==> src/rtl/pixie_pkg.sv <==
// Shared Pixie display timing constants, used by the back end and the DMA front end.
// The PIXIE_LINE_REPEAT_EN option does not change these constants.
package pixie_pkg;

  localparam int PIX_PER_BYTE = 8;

  localparam logic [6:0] H_ACT_FIRST = 7'd16;
  localparam logic [6:0] H_ACT_LAST  = 7'd79;
  localparam logic [8:0] V_ACT_FIRST = 9'd80;
  localparam logic [8:0] V_ACT_LAST  = 9'd207;

  localparam logic [6:0] HS_FIRST = 7'd96;
  localparam logic [6:0] HS_LAST  = 7'd103;
  localparam logic [8:0] VS_FIRST = 9'd0;
  localparam logic [8:0] VS_LAST  = 9'd3;

  // a byte is fetched one pixel before its first pixel is shown
  localparam logic [6:0] FETCH_LEAD = 7'd1;

  function automatic logic h_in(
    input logic [6:0] x,
    input logic [6:0] lo,
    input logic [6:0] hi
  );
    return (x >= lo) && (x <= hi);
  endfunction

  function automatic logic v_in(
    input logic [8:0] x,
    input logic [8:0] lo,
    input logic [8:0] hi
  );
    return (x >= lo) && (x <= hi);
  endfunction

endpackage

==> src/rtl/pixie_video_timing.sv <==
// Pixie raster counters and registered sync/blank generation.
// Not affected by the PIXIE_LINE_REPEAT_EN option.
module pixie_video_timing
  import pixie_pkg::*;
#(
  parameter int BYTES_PER_LINE  = 14,
  parameter int LINES_PER_FRAME = 262
) (
  input  logic       i_clk,
  input  logic       i_reset,
  input  logic       i_pix_ce,
  output logic [6:0] o_h_cnt,
  output logic [8:0] o_v_cnt,
  output logic       o_hsync,
  output logic       o_vsync,
  output logic       o_hblank,
  output logic       o_vblank
);

  localparam logic [6:0] H_LAST =
    7'(BYTES_PER_LINE * PIX_PER_BYTE - 1);
  localparam logic [8:0] V_LAST =
    9'(LINES_PER_FRAME - 1);

  logic [6:0] r_h;
  logic [8:0] r_v;
  logic       r_hs;
  logic       r_vs;
  logic       r_hb;
  logic       r_vb;

  // advance raster and register sync/blank from pre-increment counters
  always_ff @(posedge i_clk) begin
    if (i_reset) begin
      r_h  <= '0;
      r_v  <= '0;
      r_hs <= 1'b0;
      r_vs <= 1'b0;
      r_hb <= 1'b1;
      r_vb <= 1'b1;
    end else if (i_pix_ce) begin
      r_hb <= !h_in(r_h, H_ACT_FIRST, H_ACT_LAST);
      r_vb <= !v_in(r_v, V_ACT_FIRST, V_ACT_LAST);
      r_hs <= h_in(r_h, HS_FIRST, HS_LAST);
      r_vs <= v_in(r_v, VS_FIRST, VS_LAST);
      if (r_h == H_LAST) begin
        r_h <= '0;
        if (r_v == V_LAST) r_v <= '0;
        else               r_v <= r_v + 9'd1;
      end else begin
        r_h <= r_h + 7'd1;
      end
    end
  end

  assign o_h_cnt  = r_h;
  assign o_v_cnt  = r_v;
  assign o_hsync  = r_hs;
  assign o_vsync  = r_vs;
  assign o_hblank = r_hb;
  assign o_vblank = r_vb;

endmodule

==> src/rtl/pixie_video_back_end.sv <==
// Pixie video back end: frame-buffer fetch and 1bpp serializer.
// Option PIXIE_LINE_REPEAT_EN shows each stored row on two lines.
module pixie_video_back_end
  import pixie_pkg::*;
#(
  parameter int BYTES_PER_LINE  = 14,
  parameter int LINES_PER_FRAME = 262
) (
  input  logic       clk,
  input  logic       reset,
  input  logic       pix_ce,
  output logic [9:0] mem_addr,
  output logic       mem_rd_en,
  input  logic [7:0] mem_data,
  output logic       video,
  output logic       hsync,
  output logic       vsync,
  output logic       hblank,
  output logic       vblank
);

  logic [6:0] w_h;
  logic [8:0] w_v;
  logic       w_line_act;
  logic       w_pix_act;
  logic       w_byte_start;
  logic       w_pix_shift;
  logic       w_fetch;
  logic [6:0] w_hrel;
  logic [6:0] w_vrel;
  logic [6:0] w_row;
  logic [2:0] w_col;
  logic [7:0] w_byte;

  logic       r_rd_en;
  logic [9:0] r_addr;
  logic       r_rd_dly;
  logic [7:0] r_hold;
  logic [7:0] r_shift;
  logic       r_video;

  pixie_video_timing #(
    .BYTES_PER_LINE  (BYTES_PER_LINE),
    .LINES_PER_FRAME (LINES_PER_FRAME)
  ) u_timing (
    .i_clk    (clk),
    .i_reset  (reset),
    .i_pix_ce (pix_ce),
    .o_h_cnt  (w_h),
    .o_v_cnt  (w_v),
    .o_hsync  (hsync),
    .o_vsync  (vsync),
    .o_hblank (hblank),
    .o_vblank (vblank)
  );

  assign w_line_act = v_in(w_v, V_ACT_FIRST, V_ACT_LAST);
  assign w_pix_act  = w_line_act
    && h_in(w_h, H_ACT_FIRST, H_ACT_LAST);
  assign w_byte_start = w_pix_act && (w_h[2:0] == 3'd0);
  assign w_pix_shift  = w_pix_act && (w_h[2:0] != 3'd0);

  assign w_fetch = pix_ce && w_line_act
    && h_in(w_h, H_ACT_FIRST - FETCH_LEAD,
            H_ACT_LAST - 7'(PIX_PER_BYTE))
    && (w_h[2:0] == 3'(PIX_PER_BYTE - 1));

  assign w_hrel = w_h - (H_ACT_FIRST - FETCH_LEAD);
  assign w_col  = 3'(w_hrel >> 3);
  assign w_vrel = w_v[6:0] - V_ACT_FIRST[6:0];

`ifdef PIXIE_LINE_REPEAT_EN
  assign w_row = w_vrel >> 1;
`else
  assign w_row = w_vrel;
`endif

  // the byte lands in the same clk as the first pixel: forward it
  assign w_byte = r_rd_dly ? mem_data : r_hold;

  // issue one-clk read strobe and latch its address
  always_ff @(posedge clk) begin
    if (reset) begin
      r_rd_en <= 1'b0;
      r_addr  <= '0;
    end else begin
      r_rd_en <= w_fetch;
      if (w_fetch) r_addr <= {w_row, w_col};
    end
  end

  // capture read data one clk after the strobe
  always_ff @(posedge clk) begin
    if (reset) begin
      r_rd_dly <= 1'b0;
      r_hold   <= '0;
    end else begin
      r_rd_dly <= r_rd_en;
      if (r_rd_dly) r_hold <= mem_data;
    end
  end

  // serialize MSB first, blank outside the active area
  always_ff @(posedge clk) begin
    if (reset) begin
      r_video <= 1'b0;
      r_shift <= '0;
    end else if (pix_ce) begin
      unique case (1'b1)
        w_byte_start: begin
          r_video <= w_byte[7];
          r_shift <= {w_byte[6:0], 1'b0};
        end
        w_pix_shift: begin
          r_video <= r_shift[7];
          r_shift <= {r_shift[6:0], 1'b0};
        end
        default: r_video <= 1'b0;
      endcase
    end
  end

  assign mem_rd_en = r_rd_en;
  assign mem_addr  = r_addr;
  assign video     = r_video;

endmodule
==> config.mk <==
export PLATFORM = sky130hd
export DESIGN_NAME = pixie_video_back_end
export DESIGN_NICKNAME = d
export VERILOG_FILES = /design/src/rtl/pixie_pkg.sv /design/src/rtl/pixie_video_timing.sv /design/src/rtl/pixie_video_back_end.sv
export SDC_FILE = /design/constraint.sdc
export NUM_CORES = 1
export LEC_CHECK = 0
export ABC_CLOCK_PERIOD_IN_PS = 4800
export BUFFER_PORTS_ARGS = -buffer_cell sky130_fd_sc_hd__buf_2
export CAP_MARGIN = 20
export CORE_ASPECT_RATIO = 1.1
export CORE_UTILIZATION = 40
export DETAILED_ROUTE_END_ITERATION = 6
export GPL_TIMING_DRIVEN = 1
export PLACE_DENSITY_LB_ADDON = 0.15
export SYNTH_ARGS = -nofsm -noshare
export SYNTH_HDL_FRONTEND = slang
export SYNTH_SLANG_ARGS = --single-unit
==> constraint.sdc <==
create_clock -name clk -period 4.8 [get_ports clk]
set_input_delay 0 -clock clk [delete_from_list [all_inputs] [get_ports clk]]
set_output_delay 0 -clock clk [all_outputs]
set_load 0.005 [all_outputs]
==> summary.md, run 1 <==
| Metric | Value |
|---|---|
| Sequential element share of the synthesized area | `0.409` |
| Avg Synthesized Cell Area | `between 8 and 9 µm²` |
| Layout cells sized above 1 | `0.160` |
| Clk root buf | `clkbuf_8` |
| IO Port Bufs | `26` |
| Yosys Warn Count | `0` |
| Hold buffers post-CTS | `2` |
| Crit path cell chain | `inv_1, ha_1, nor4bb_2, o31a_1, o221ai_2, nor2_1, a211oi_1` |
| Power per Cell Area | `around 310 nW/µm²` |
| Iter 0 DRT Violations | `119` |
| Initial DRT Pass Iterations | `4` |
| Routed WL | `approximately 5000 µm` |
| Synth Area in Compound Gates | `0.158` |
| Row Count | `28` |
| Synth area leaders | `dfxtp_1 41%, ha_1 5.3%, a21oi_1 5.1%` |
| CTS resizes | `0` |
| Initial Utilization | `0.427` |
| Clock sinks | `between 40 and 50` |
| Worst slack, placed | `2.41 ns` |
| Crit-path max cell delay | `~0.58 ns` |
| Netlist Area Pre-Place | `2350 µm²` |
| Post-synth top area share | `0.409` |
| Tmin final | `2.40 ns` |
| Die H | `about 82 µm` |
| Dpl hpwl | `~3500 µm` |
| I/O Pins | `27` |
| Slowest CP cell | `o221ai_2` |
| Asr flop ratio synth | `0` |
| CTS tree | `done` |
| Worst slew margin | `0.513` |
| Setup CP Type | `flop to flop` |
| Final Skew | `0.00650 ns` |
| Die area | `6180 µm²` |
| Largest family of logic cells by synthesized area | `simple AND/OR/NAND/NOR gates` |
| Post-Syn Nets | `between 200 and 300` |
| Critical Path Fanout Max | `20` |
| Worst Hold Class | `input pin to flop` |
| VDD IR max | `0.000192 V` |
| Clk_lat worst skew | `around 0.30 ns` |
| Largest net degree at the start of global routing | `33` |
| Achievable Freq | `between 0.4 and 0.5 GHz` |
| Critical Path RT | `5.02 ns` |
| Worst-margin pin slew | `roughly 0.73 ns` |
| Gr usage total | `0.178` |
| Max_cap viols | `0` |
| Final Hold Fails | `0` |
| Top-count cell post-synth | `dfxtp_1` |
| P_leak | `between 1 and 1.5 nW` |
| CTS Buf Count | `5` |
| Antenna violations before repair | `0` |
| Final Core Density | `0.484` |
| Residual DRC count | `0` |
| Grt total ovfl | `0` |
| Status | `complete, no violations` |
| Synth Instances | `about 270` |
| Simple-gate share of the synthesized area | `0.212` |
| Layout Nets | `between 300 and 400` |
| Startpoint Class | `flop` |
| Critical Path AT | `about 2.6 ns` |
| Core area | `5500 µm²` |
| Max-slew violations | `0` |
| Vias in the first global route | `around 1.8k` |
| RSZ-0062 raised after global routing | `no` |
| First-pass GRT wire length | `8370 µm` |
| ANT nets after route | `0` |
| Top post-synthesis cells by count | `48 x dfxtp_1, 29 x nor2_1, 24 x a21oi_1, 17 x o21ai_0, 14 x nand2_1` |
| Via Count | `around 1.9k` |
| Setup TNS | `0 ns` |
| Post-Synth Adder-Cell Area | `0.0533` |
| Final hold slack | `approximately 0.045 ns` |
| Yosys reg bits | `48` |
| Diodes inserted | `0` |
| Setup violations, final | `0` |
| Maximum clock path buffer count | `2` |
| EDFF count, synth | `0` |
| # Post-CTS Setup Buffers | `0` |
| Cell accounting for the most synthesized area | `dfxtp_1` |
| Ratio of final minimum period to clock period | `0.499` |
| Xor-xnor portion of the synthesized cell area | `0.0410` |
| H-tree levels | `2` |
| Yosys cell types | `44` |
| Die width | `about 75 µm` |
| Vias per cell | `slightly above 5` |
| Ys flop type | `dfxtp_1` |
| RePlAce Congestion | `0.866` |
| CP endpoint kind | `flop` |
| Area delta synth->final | `13.4%` |
| Post-synthesis mux area share | `0.0714` |
| Clock transition at path regs | `roughly 0.090 ns` |
| Routed WL per cell | `13.5 µm` |
| Final WS setup | `about 2.4 ns` |
## per-stage QoR
step | power, W | instance area (µm²) | std cells
floorplan | 0.000432 | 2350 | 269
global placement | 0.000443 | 2480 | 353
detailed placement | 0.000443 | 2480 | 353
CTS | 0.000844 | 2660 | 363
global route | 0.000863 | 2660 | 363
finish | 0.000833 | 2660 | 363
## cell usage in the layout, fill, tap and decap left out, drive strengths merged, types with 2 or more instances in the layout
cell type and n:
mux2i 10, nor2b 3, xnor2 8, o21ai 17, xor2 3, and2 7
buf 26, nor4bb 2, ha 10, or3 8, nand3 13, nand4 7
inv 11, a22oi 2, dlygate4sd3 2, dfxtp 48, a2111oi 2, clkbuf 5
nor3 4, a21oi 24, bufinv 3, nand2 14, a211oi 5, and3 2
mux2 6, nor2 30
## cell type report
type                    count  area, µm²
clock buffers               5       68.8
clock inverters             3       90.1
fillers                   562       2840
inverters                  11       41.3
multi-input cells         193       1260
flip-flops and latches     48        961
well taps                  75       93.8
repair buffers             28        150
## per-layer routing
metal	vias to the layer above	part of all wire	track usage
met5	-	0	0
met4	0	0.010	0.0509
met3	5	0.032	0.0364
met2	23	0.44	0.281
met1	873	0.52	0.245
li1	985	-	-
## critical path, delay by kind of cell, from the launching register on
| kind | cells | cell delay, ns |
|---|---|---|
| AOI/OAI and AO/OA | 3 | 1.13 |
| adders and majority gates | 1 | 0.19 |
| buffers and inverters | 1 | 0.13 |
| DFF | 1 | 0.47 |
| and+or+nand+nor | 2 | 0.39 |
## path summary, 6_finish.rpt
check	start	to	slack [ns]	cells past startpoint
max	u_timing.o_v_cnt[5]	mem_addr[7]	2.40	7
min	mem_data[4]	r_hold[4]	0.05	3
max reg2reg	u_timing.o_v_cnt[5]	mem_addr[7]	2.40	7
min reg2reg	mem_rd_en	r_rd_dly	0.46	1
## flip-flops by register name, summed over array words and instances, names as in the netlist
| signal | flops |
|---|---|
| mem_addr | 10 |
| u_timing.o_v_cnt | 9 |
| r_hold | 8 |
| r_shift | 7 |
| u_timing.o_h_cnt | 7 |
| mem_rd_en | 1 |
| r_rd_dly | 1 |
| u_timing.o_hblank | 1 |
| u_timing.o_hsync | 1 |
| u_timing.o_vblank | 1 |
| u_timing.o_vsync | 1 |
| video | 1 |
## logic make-up after synthesis
group / after synthesis
and+or+nand+nor: 96
AOI/OAI and AO/OA: 60
DFF: 48
buffers and inverters: 28
muxes: 16
xor gates and xnor gates: 11
adders and majority gates: 10
## where the power goes
part,switching [W],internal (W),total (W),leakage [nW]
Sequential,0.00000281,0.000400,0.000403,0.387
Combinational,0.0000191,0.0000120,0.0000312,0.535
Clock,0.000138,0.000260,0.000399,0.0784
Note: power is estimated with default switching activity, not from simulation.
==> inputs of run 2 (changes only) <==
--- a/config.mk
+++ b/config.mk
@@ -5,7 +5,7 @@
 export SDC_FILE = /design/constraint.sdc
 export NUM_CORES = 1
 export LEC_CHECK = 0
-export ABC_CLOCK_PERIOD_IN_PS = 4800
+export ABC_CLOCK_PERIOD_IN_PS = 2100
 export BUFFER_PORTS_ARGS = -buffer_cell sky130_fd_sc_hd__buf_2
 export CAP_MARGIN = 20
 export CORE_ASPECT_RATIO = 1.1
==> constraint.sdc (replaced) <==
create_clock -name clk -period 2.1 [get_ports clk]
set_input_delay 0 -clock clk [delete_from_list [all_inputs] [get_ports clk]]
set_output_delay 0 -clock clk [all_outputs]
set_load 0.005 [all_outputs]
==> run 2 against run 1 <==
Via count grew 3.1%. First-iteration DRC count decreased by 2.5%. Clock power rose by 72%. Flip-flop and latch count did not move. Register-to-register slack lost 2.3 ns. Global-route usage up 0.090 points. Worst setup slack got worse by 2.3 ns. Highest routed layer unchanged.
==> summary.md, run 2 (synthesized netlist as in run 1, its figures left out) <==
| Metric | Value |
|---|---|
| Status | `complete, no violations` |
| Worst slew margin | `0.719` |
| ANT nets after route | `0` |
| Comb power frac | `0.044` |
| Row Count | `28` |
| Grt total ovfl | `0` |
| Critical Path AT | `between 2 and 2.5 ns` |
| IO Port Bufs | `26` |
| Crit path cell chain | `inv_1, ha_1, nor4bb_2, o31a_1, o221ai_2, nor2_1, buf_4, a211oi_1` |
| Die area | `between 6000 and 7000 µm²` |
| Largest net degree at the start of global routing | `32` |
| Critical R2R Capture | `mem_addr[8]` |
| Critical Path Fanout Max | `6` |
| Crit-path max cell delay | `about 0.42 ns` |
| Setup violations, final | `0` |
| Reg power frac | `0.548` |
| Area delta synth->final | `15.5%` |
| Most common cell after layout, fill and taps aside | `dfxtp_1` |
| Hold depth | `3` |
| Initial DRT Pass Iterations | `4` |
| R2r worst-path depth | `8` |
| Achievable Freq | `about 0.51 GHz` |
| Worst setup endpoint | `mem_addr[8]` |
| Routed WL | `~5200 µm` |
| Final Hold Fails | `0` |
| Core area | `roughly 5500 µm²` |
| I/O Pins | `27` |
| Clk root buf | `clkbuf_8` |
| Gr usage total | `0.179` |
| Worst-margin pin slew | `0.421 ns` |
| Max FFs per register | `10` |
| Dpl hpwl | `about 3700 µm` |
| Antenna violations before repair | `0` |
| Placed cell count | `364` |
| # Post-CTS Setup Buffers | `0` |
| RePlAce Congestion | `slightly below 0.9` |
| Max_cap viols | `0` |
| H-tree levels | `2` |
| Slowest CP cell | `dfxtp_1` |
| RSZ-0062 raised after global routing | `yes` |
| Die width | `75.0 µm` |
| Final Skew | `0.0107 ns` |
| First-pass GRT wire length | `8450 µm` |
| Int Pwr | `approximately 0.0013 W` |
| P_leak | `slightly above 1 nW` |
| Ratio of final minimum period to clock period | `0.939` |
| Critical Path RT | `~2.3 ns` |
| Final std cells w/o fill | `roughly 370` |
| Worst R2R Setup Slack | `between 0.1 and 0.15 ns` |
| Clk_lat worst skew | `between 0.3 and 0.4 ns` |
| Origin of the worst setup path | `u_timing.o_v_cnt[0]` |
| Clock share of power | `0.408` |
| Cell area after layout | `about 2700 µm²` |
| VDD IR max | `between 0.0002 and 0.0003 V` |
| Via Count | `roughly 2k` |
| Most frequent cells in the layout | `47 x dfxtp_1, 29 x nor2_1, 26 x buf_2` |
| Startpoint Class | `flop` |
| Worst Hold Class | `input pin to flop` |
| CP endpoint kind | `flop` |
| Die H | `82.3 µm` |
| Layout cells sized above 1 | `0.197` |
| Net Sw Frac | `0.225` |
| Clock sinks | `48` |
| Net Sw Power | `~0.00038 W` |
| Max-slew violations | `0` |
| CTS Buf Count | `5` |
| Iter 0 DRT Violations | `~120` |
| Maximum clock path buffer count | `2` |
| Final hold slack | `0.0381 ns` |
| Initial Utilization | `0.427` |
| Residual DRC count | `0` |
| CTS tree | `done` |
| Setup CP Type | `flop to flop` |
| Vias in the first global route | `between 1.5k and 2k` |
| Layout Nets | `319` |
| Power per Cell Area | `approximately 620 nW/µm²` |
| Clock transition at path regs | `~0.10 ns` |
| Tmin final | `roughly 2.0 ns` |
| Placed Area | `about 2600 µm²` |
| Routed WL per cell | `~14 µm` |
| Worst r2r src | `u_timing.o_v_cnt[0]` |
| Vias per cell | `about 5.2` |
| Diodes inserted | `0` |
run 2: cell types whose count changed in the layout (fill, tap and decap cells not counted), sizes merged:
cell / delta
buf: +11
bufinv: -2
clkinv: +2
run 2: worst min path at each step:
stage | start | end | slack (ns)
2_1_floorplan | reset | r_hold[0] | 0.08
3_3_place_gp | mem_data[7] | r_hold[7] | 0.29
3_5_place_dp | mem_data[7] | r_hold[7] | 0.30
4_1_cts | mem_data[2] | r_hold[2] | 0.03
5_1_grt | mem_data[4] | r_hold[4] | 0.05
6_report | mem_data[2] | r_hold[2] | 0.04
run 2: worst max-delay path, delay by kind of cell, from the launching register on:
| family | cells | cell delay, ns |
|---|---|---|
| DFF | 1 | 0.42 |
| and+or+nand+nor | 2 | 0.30 |
| buffers and inverters | 2 | 0.22 |
| AOI/OAI and AO/OA | 3 | 0.74 |
| adders and majority gates | 1 | 0.21 |
run 2: cell type report:
cell class	count	area [µm²]
clock buffer	5	68.8
clock inverter	3	47.5
fill	562	2790
inverter	11	41.3
multi-input combinational	193	1260
sequential	48	962
tap	75	93.8
timing repair buffer	39	233
run 2: metal layers:
metal	global-route usage	up-vias	wire length, µm
met5	0	-	0
met4	0.0547	0	55
met3	0.0364	6	175
met2	0.292	34	2380
met1	0.237	899	2550
li1	-	1006	-
run 2: timing repair:
item,4_1_cts,5_1_grt
hold endpoints to repair,2,0
resized for setup,0,2
setup endpoints to repair,0,15
hold buffers,2,0
run 2: power by group through the flow:
stage	clock [W]	combinational, W	sequential, W
detailed placement	0	0.0000719	0.000943
CTS	0.000700	0.0000749	0.000921
global placement	0	0.0000717	0.000942
global route	0.000731	0.0000845	0.000923
finish	0.000686	0.0000748	0.000921
floorplan	0	0.0000467	0.000941
run 2: metrics by stage:
step / util / power, W / setup TNS, ns / worst slack, ns
2_1_floorplan: - / 0.000988 / 0 / 0.279
3_3_place_gp: 0.467 / 0.00101 / 0 / 0.155
3_5_place_dp: 0.467 / 0.00101 / 0 / 0.0709
4_1_cts: 0.491 / 0.00170 / 0 / 0.0512
5_1_grt: 0.493 / 0.00174 / -0.0678 / -0.0292
6_report: 0.493 / 0.00168 / 0 / 0.127
